$ cat config.mk
export PLATFORM = sky130hd
export DESIGN_NAME = seq_multiplier
export DESIGN_NICKNAME = d
export VERILOG_FILES = /design/src/rtl/seq_multiplier.sv
export SDC_FILE = /design/constraint.sdc
export NUM_CORES = 1
export LEC_CHECK = 0
export CORE_MARGIN = 2
export CORE_UTILIZATION = 45
export DETAILED_ROUTE_END_ITERATION = 12
export PLACE_DENSITY = 0.66
export SLEW_MARGIN = 20
export SYNTH_ARGS = -nofsm -noshare
export SYNTH_HDL_FRONTEND = slang
export SYNTH_SLANG_ARGS = --single-unit
$ cat constraint.sdc
create_clock -name clk -period 3.9 [get_ports clk]
set_clock_uncertainty 0.2 [all_clocks]
set_input_delay 1.17 -clock clk [delete_from_list [all_inputs] [get_ports clk]]
set_output_delay 1.17 -clock clk [all_outputs]
set_load 0.03 [all_outputs]
$ cat src/rtl/seq_multiplier.sv
// Iterative shift-and-add RV32M multiplier (MUL/MULH/MULHSU/MULHU), one product bit per cycle.
// The per-cycle add goes through a carry-lookahead adder tiled from 4-bit slices.

module seq_multiplier_cla4 (
  input  logic [3:0] a,
  input  logic [3:0] b,
  input  logic       cin,
  output logic [3:0] sum,
  output logic       gg,
  output logic       pp
);
  logic [3:0] g;
  logic [3:0] p;
  logic [3:0] c;

  assign g = a & b;
  assign p = a ^ b;

  // Each carry is expanded from cin directly, so no bit of c depends on another bit of c.
  assign c[0] = cin;
  assign c[1] = g[0] | (p[0] & cin);
  assign c[2] = g[1] | (p[1] & g[0]) | (p[1] & p[0] & cin);
  assign c[3] = g[2] | (p[2] & g[1]) | (p[2] & p[1] & g[0]) | (p[2] & p[1] & p[0] & cin);

  assign sum = p ^ c;
  assign gg  = g[3] | (p[3] & g[2]) | (p[3] & p[2] & g[1]) | (p[3] & p[2] & p[1] & g[0]);
  assign pp  = &p;
endmodule

module seq_multiplier_cla_adder #(
  parameter int unsigned WIDTH = 32
) (
  input  logic [WIDTH-1:0] a,
  input  logic [WIDTH-1:0] b,
  input  logic             cin,
  output logic [WIDTH-1:0] sum,
  output logic             cout
);
  localparam int unsigned NG = WIDTH / 4;

  logic [NG-1:0] gg;
  logic [NG-1:0] pp;
  logic [NG-1:0] gc;

  for (genvar gi = 0; gi < NG; gi++) begin : g_slice
    seq_multiplier_cla4 u_cla4 (
      .a   (a[4*gi +: 4]),
      .b   (b[4*gi +: 4]),
      .cin (gc[gi]),
      .sum (sum[4*gi +: 4]),
      .gg  (gg[gi]),
      .pp  (pp[gi])
    );
  end

  // Group carries from slice generate/propagate; group terms never depend on their carry-in.
  always_comb begin
    logic carry;
    carry = cin;
    gc    = '0;
    for (int i = 0; i < NG; i++) begin
      gc[i] = carry;
      carry = gg[i] | (pp[i] & carry);
    end
    cout = carry;
  end
endmodule

module seq_multiplier #(
  parameter int unsigned WIDTH = 32
) (
  input  logic             clk,
  input  logic             rst_n,
  input  logic             in_valid,
  output logic             in_ready,
  input  logic [WIDTH-1:0] op_a,
  input  logic [WIDTH-1:0] op_b,
  input  logic [1:0]       mul_op,
  input  logic             flush,
  output logic             out_valid,
  input  logic             out_ready,
  output logic [WIDTH-1:0] result
);
  localparam int unsigned CNT_W = $clog2(WIDTH);
  localparam int unsigned ACC_W = 2 * WIDTH;

  typedef enum logic [1:0] {
    IDLE = 2'd0,
    BUSY = 2'd1,
    FIX  = 2'd2,
    DONE = 2'd3
  } state_t;

  state_t           state;
  state_t           state_d;
  logic [CNT_W-1:0] count;
  logic [WIDTH-1:0] hi;
  logic [WIDTH-1:0] lo;
  logic [WIDTH-1:0] mag_a;
  logic [1:0]       op_q;
  logic             neg_q;

  logic             sign_a;
  logic             sign_b;
  logic [WIDTH-1:0] mag_a_in;
  logic [WIDTH-1:0] mag_b_in;
  logic [WIDTH-1:0] addend;
  logic [WIDTH-1:0] sum;
  logic             cout;
  logic [ACC_W-1:0] acc_fix;
  logic             last_iter;

  assign in_ready  = (state == IDLE) && rst_n;
  assign out_valid = (state == DONE);

  // Signedness and magnitudes of the incoming operands; -2^(W-1) keeps magnitude 2^(W-1).
  always_comb begin
    sign_a   = op_a[WIDTH-1] & ((mul_op == 2'b01) || (mul_op == 2'b10));
    sign_b   = op_b[WIDTH-1] & (mul_op == 2'b01);
    mag_a_in = sign_a ? (~op_a + WIDTH'(1)) : op_a;
    mag_b_in = sign_b ? (~op_b + WIDTH'(1)) : op_b;
  end

  assign addend = lo[0] ? mag_a : '0;

  seq_multiplier_cla_adder #(.WIDTH(WIDTH)) u_add (
    .a    (hi),
    .b    (addend),
    .cin  (1'b0),
    .sum  (sum),
    .cout (cout)
  );

  // Sign correction negates the full double-width product; carry past ACC_W bits drops.
  assign acc_fix   = neg_q ? (~{hi, lo} + ACC_W'(1)) : {hi, lo};
  assign last_iter = (count == CNT_W'(WIDTH - 1));

  always_ff @(posedge clk) begin
    if (!rst_n) begin
      state <= IDLE;
    end else begin
      state <= state_d;
    end
  end

  always_comb begin
    state_d = state;
    case (state)
      IDLE: if (in_valid) state_d = BUSY;
      BUSY: begin
        if (flush)          state_d = IDLE;
        else if (last_iter) state_d = FIX;
      end
      FIX:  state_d = flush ? IDLE : DONE;
      DONE: if (flush || out_ready) state_d = IDLE;
      default: state_d = IDLE;
    endcase
  end

  always_ff @(posedge clk) begin
    if (!rst_n) begin
      count  <= '0;
      hi     <= '0;
      lo     <= '0;
      mag_a  <= '0;
      op_q   <= '0;
      neg_q  <= 1'b0;
      result <= '0;
    end else begin
      case (state)
        IDLE: begin
          if (in_valid) begin
            count <= '0;
            hi    <= '0;
            lo    <= mag_b_in;
            mag_a <= mag_a_in;
            op_q  <= mul_op;
            neg_q <= sign_a ^ sign_b;
          end
        end
        BUSY: begin
          hi    <= {cout, sum[WIDTH-1:1]};
          lo    <= {sum[0], lo[WIDTH-1:1]};
          count <= count + CNT_W'(1);
        end
        FIX: begin
          {hi, lo} <= acc_fix;
          if (!flush) begin
            result <= (op_q == 2'b00) ? acc_fix[WIDTH-1:0] : acc_fix[ACC_W-1:WIDTH];
          end
        end
        DONE: begin
          if (flush || out_ready) result <= '0;
        end
        default: ;
      endcase
    end
  end
endmodule

; Yosys cells after proc, flatten, opt, wreduce, memory -nomap -nowiden
; Cells that the tools add are included.
[classes]
n_addsub = 4
n_eq_ne = 10
mux = 20
n_bitwise = 220
reduce_logical = 20
[op_table]
columns = op, count
row1 = two-way mux 32 bit, 8
row2 = case mux 32 bit (3 select lines), 2
row3 = bitwise AND 1 bit, 116
row4 = bitwise OR 1 bit, 76
row5 = "adder 32 x 1 -> 32 bit, second input constant", 2
row6 = "adder 64 x 1 -> 64 bit, second input constant", 1
row7 = two-way mux 64 bit, 1
row8 = NOT 32 bit, 2
row9 = NOT 64 bit, 1
row10 = case mux 32 bit (2 select lines), 1
row11 = bitwise XOR 4 bit, 16
row12 = bitwise AND 4 bit, 8
row13 = AND reduction 4 bit, 7
row14 = two-way mux 2 bit, 5
row15 = case mux 5 bit (2 select lines), 1
row16 = case mux 2 bit (4 select lines), 1
row17 = "== test 2 bit, second input constant", 3
row18 = AND reduction 2 bit, 3
row19 = AND reduction 3 bit, 2
row20 = "adder 5 x 1 -> 5 bit, second input constant", 1
row21 = "== test 5 bit, second input constant", 1
row22 = two-way mux 5 bit, 1
row23 = "== test 2 x 1 -> 1 bit, second input constant", 2
row24 = logical NOT 2 bit, 2
row25 = other kinds (8), 11
[word_totals]
reg_bits = 138
in_bits = 71
out_inout_bits = 34
elab_cells = 282

; Logic depth before layout (Yosys ltp)
[logic_depth]
word_depth = 22
mapped_depth = 14
depth_no_buf = 13

; Modules after synthesis
; A second synthesis with hierarchy kept.
[hier_totals]
hier_cells = 1479
area_unflattened_um2 = 11428.5
[by_module_without_submodules]
columns = mod, instances, cells_per_inst, area_per_inst_um2, seq_area_each_um2
row1 = seq_multiplier, 1, 1288, 9855.7, 2762.6
row2 = seq_multiplier_cla4, 8, 22, 182.7, 0.0
row3 = seq_multiplier_cla_adder, 1, 15, 111.4, 0.0

; Worst setup path after synthesis
; No wires, ideal clock.
[synth_timing]
kind = input-to-reg
start = in op_b[14]
end = reg lo[29]
setup_ns = 0.120
arrival_ns = 3.410
t_required_ns = 3.580
slack_ns = 0.170
path_stages = 9
n_path_buf = 1
path_cell_list = or4_4 > or4_1 > clkbuf_1 > or3_4 > o31ai_1 > xor2_1 > o22ai_1 > a211oi_1 > nor2_1
[synth_between]
elab_chain_len = 5
[synth_rtl]
columns = element, line
row1 = from (decl), 77  ; input logic [WIDTH-1:0] op_b,
row2 = NOT 32 bit, 121  ; mag_b_in = sign_b ? (~op_b + WIDTH'(1)) : op_b;
row3 = adder 32 x 1 -> 32 bit, 121
row4 = two-way mux 32 bit, 121
row5 = two-way mux 32 bit, 172  ; if (in_valid) begin
row6 = case mux 32 bit (3 select lines), 170  ; case (state)
row7 = to (signal assigned), 175  ; lo <= mag_b_in;
row8 = to (signal assigned), 183  ; lo <= {sum[0], lo[WIDTH-1:1]};
row9 = to (signal assigned), 187  ; {hi, lo} <= acc_fix;
row10 = to (decl), 98  ; logic [WIDTH-1:0] lo;
; No other way between the ends. The select of a mux whose other input is x is not followed.
; A chain may end at the register's enable or synchronous reset.

; Worst setup path in the final report
; Same ends and word-level chain as after synthesis.

==> metrics.csv <==
metric,value,unit
CP arrival,3.91,ns
HPWL Detailed,25000,um
final setup vio count,0,
library cells used by synthesis,75,
DP Area,12000,sq um
synth warn,0,
Synth Area in Compound Gates,29.3,%
cell area after layout,12600,sq um
WS Path Type,in -> reg,
"Top FF cell, synth",dfxtp_1,
Crit path depth,9,
slew at the pin with the worst max-slew slack,0.681,ns
critical path capture point type,flip-flop,
Port-buffer cells,104,
Startpoint Class,primary input,
achievable frequency,264,MHz
simple-gate area share of the yosys netlist,21.0,%
CTS Hold Bufs,0,
initial antenna violation count,0,
clock root cell,clkbuf_16,
period utilization,97.1,%
Reg-to-Reg Start,lo[0]$_SDFFE_PN0P_,
Mapped Nets,1425,
largest net degree at the start of global routing,50,
clk buf depth,2,
WL/cell,19.2,um
die area,23900,sq um
slowest CP cell,or4_4,
Final nets,1552,
Crit path max-delay family,simple AND/OR/NAND/NOR gates,
Clk pwr share,37.1,%
Max Cap Viol,0,
Avg Synthesized Cell Area,7.84,sq um
Switch Pwr,1620,uW
Clock transition at path regs,0.07,ns
Hold WC Path Type,reg -> reg,
Rows,55,
register share of total power,34.7,%
Power Internal,3140,uW
pwr dens,378,nW/um^2
multiplexer share of the synthesized area,0.294,%
htree depth,4,
Starting Density,45.5,%
unrepaired setup endpoints after global routing,false,
Worst Path Required,4.03,ns
Sw Share,34.0,%
Synth Area in XOR/XNOR,11.4,%
DP Cell Count,1696,
adder-cell share of the synthesized area,6.83,%
total core area,22400,sq um
CP Max Fanout,4,
status,"complete, no violations",
total track usage,27.6,%
GPL Wtd Cong,0.914,
Finished Layout Cells,1727,
Sink Count,138,
Pre-antenna DRT Iters,5,
Comb power frac,28.2,%
fraction of layout cells with a size suffix above 1,11.0,%
total CTS buffers,17,
post-cts resize count,0,
chip width,155,um
vias per cell,6.03,
GR Overflow Total,0,
Initial DRC Count,824,
Yosys reg bits,138,
WP buf/inv,1,
VDD IR max,0.000260,V
reg2reg path depth,14,
clk_lat worst skew,0.43,ns
relative slew slack,54.6,%
total wire length,33200,um
CP startpoint,op_b[14],
Post-CTS Setup Repair Bufs,0,
reg2reg end,hi[28]$_SDFFE_PN0P_,
crit path cell chain,clkdlybuf4s50_1 > or4_4 > or4_1 > or3_4 > o31ai_1 > xor2_1 > o22ai_1 > a211oi_1 > nor2_1,
Die H,155,um
Slew Limit Fails,0,
CTS tree,done,
via count,10400,
minimum clock period,3.79,ns
Post-synth ARST share,0,%
IO Pins,105,
number of cells produced by synthesis,1303,
# diodes,0,
P_leak,0.00493,uW
antenna-violating nets left,0,
CP endpoint,lo[29]$_SDFFE_PN0P_,
R2R setup slack,0.24,ns
"Seq/Total Area, Yosys",27.0,%
"Cell Area, Synth",10200,sq um
Final Hold Viols,0,
number of global-route vias before repair,9728,
Area Growth Syn to Fin,23.3,%
first-pass GRT wire length,52600,um
"EDFF count, synth",0,
DRC,0,
largest family of logic cells by synthesized area,compound AO/OA/AOI/OAI gates,
crit-path max cell delay,0.54,ns
-- metrics by stage --
stage / power, uW / setup slack, ns / utilization [%] / TNS (ns) / hold slack, ns
6_report: 4760 / 0.112 / 56.1 / 0 / 0.244
5_1_grt: 4950 / 0.00795 / 56.1 / 0 / 0.279
4_1_cts: 4740 / 0.00902 / 56.1 / 0 / 0.248
3_5_place_dp: 2990 / -0.328 / 53.3 / -1.47 / 0.239
3_3_place_gp: 2970 / -0.282 / 53.3 / -0.970 / 0.234
2_1_floorplan: 2500 / 0.170 / - / 0 / 0.232
-- final cells by class --
class,count,area (sq um)
fillers,2103,9840
multi-input cells,1058,7050
flip-flops and latches,138,2770
repair buffers,189,1700
clock buffers,20,457
well taps,285,357
clock inverters,11,170
inverters,26,97.6
-- state kept, by name, indices dropped and copies added, names as in the netlist --
register and flops:
op_q 2, hi 32, neg_q 1, mag_a 32
count 5, result 32, lo 32, state 2
-- routing by layer --
metal / routed length [um] / global-route usage (%) / share of wire [%] / vias up
met3: 2220 / 4.85 / 6.7 / 58
met5: 0 / 0 / 0 / -
met4: 685 / 7.36 / 2.1 / 0
li1: - / - / - / 5047
met2: 15600 / 45.6 / 47 / 365
met1: 14800 / 37.3 / 44 / 4944
-- Yosys cell counts (12+ instances only) --
master    number  area (sq um)
nor4_1        12          75.1
o221ai_1      22           193
a22oi_1       16           120
or3_1         26           163
nor3_1        36           180
ha_1          43           538
o21ai_0      121           606
dfxtp_1      138          2760
a21oi_1      113           566
clkbuf_1      72           270
nor2_1        89           334
o31ai_1       27           203
nand2_1      133           499
a21o_1        16           120
xor2_1        76           666
nand3_1       25           125
a211oi_1      22           165
xnor2_1       57           499
and2_1        37           231
inv_1         25          93.8
-- how the worst min path moves through the flow --
| stage | cells after the start | start | end |
|---|---|---|---|
| 2_1_floorplan | 2 | mag_a[0]$_SDFFE_PN0P_ | mag_a[0]$_SDFFE_PN0P_ |
| 3_3_place_gp | 2 | result[22]$_SDFFE_PN0P_ | result[22]$_SDFFE_PN0P_ |
| 6_report | 2 | result[22]$_SDFFE_PN0P_ | result[22]$_SDFFE_PN0P_ |
| 3_5_place_dp | 2 | result[22]$_SDFFE_PN0P_ | result[22]$_SDFFE_PN0P_ |
| 5_1_grt | 2 | result[22]$_SDFFE_PN0P_ | result[22]$_SDFFE_PN0P_ |
| 4_1_cts | 2 | result[22]$_SDFFE_PN0P_ | result[22]$_SDFFE_PN0P_ |
-- power by group through the flow --
stage	logic, uW	registers, uW	clock network [uW]
5_1_grt	1450	1670	1830
6_report	1340	1650	1760
3_3_place_gp	1300	1670	0
4_1_cts	1320	1650	1780
2_1_floorplan	871	1630	0
3_5_place_dp	1310	1680	0
-- placed cells by master (no fill, tap or decap), types with 6 or more instances in the layout --
master	n
a211oi_1	22
o31ai_1	27
o221ai_1	22
dfxtp_1	136
ha_1	43
inv_1	25
o211ai_1	6
nor3_1	36
or3_1	26
nand2b_1	11
a21o_1	16
a31oi_1	11
o211a_1	9
xnor2_1	57
clkdlybuf4s50_1	103
o41ai_1	11
o21a_1	6
clkbuf_16	17
nor2b_1	6
buf_4	84
a22oi_1	16
fa_1	8
a22o_1	7
or4_1	7
a311oi_1	7
o21ai_0	119
o22ai_1	9
xor2_1	76
nor4_1	12
a21oi_1	112
nand3_1	25
or2_2	7
and2_1	36
nand2_1	133
nor2_1	87
-- kinds of logic (layout without fill, tap and decap cells) --
family                     after synthesis  in the layout
xor gates and xnor gates               133            133
AOI/OAI and AO/OA                      448            448
muxes                                    3              3
DFF                                    138            138
and+or+nand+nor                        423            423
buffers and inverters                  107            246
adders and majority gates               51             51
-- tightest hold or removal path, cell delays in order, from the launching register on --
cell and delay (ns):
dfxtp_1 0.31, nand2_1 0.05, nand2_1 0.04
Note: power is estimated with default switching activity, not from simulation.
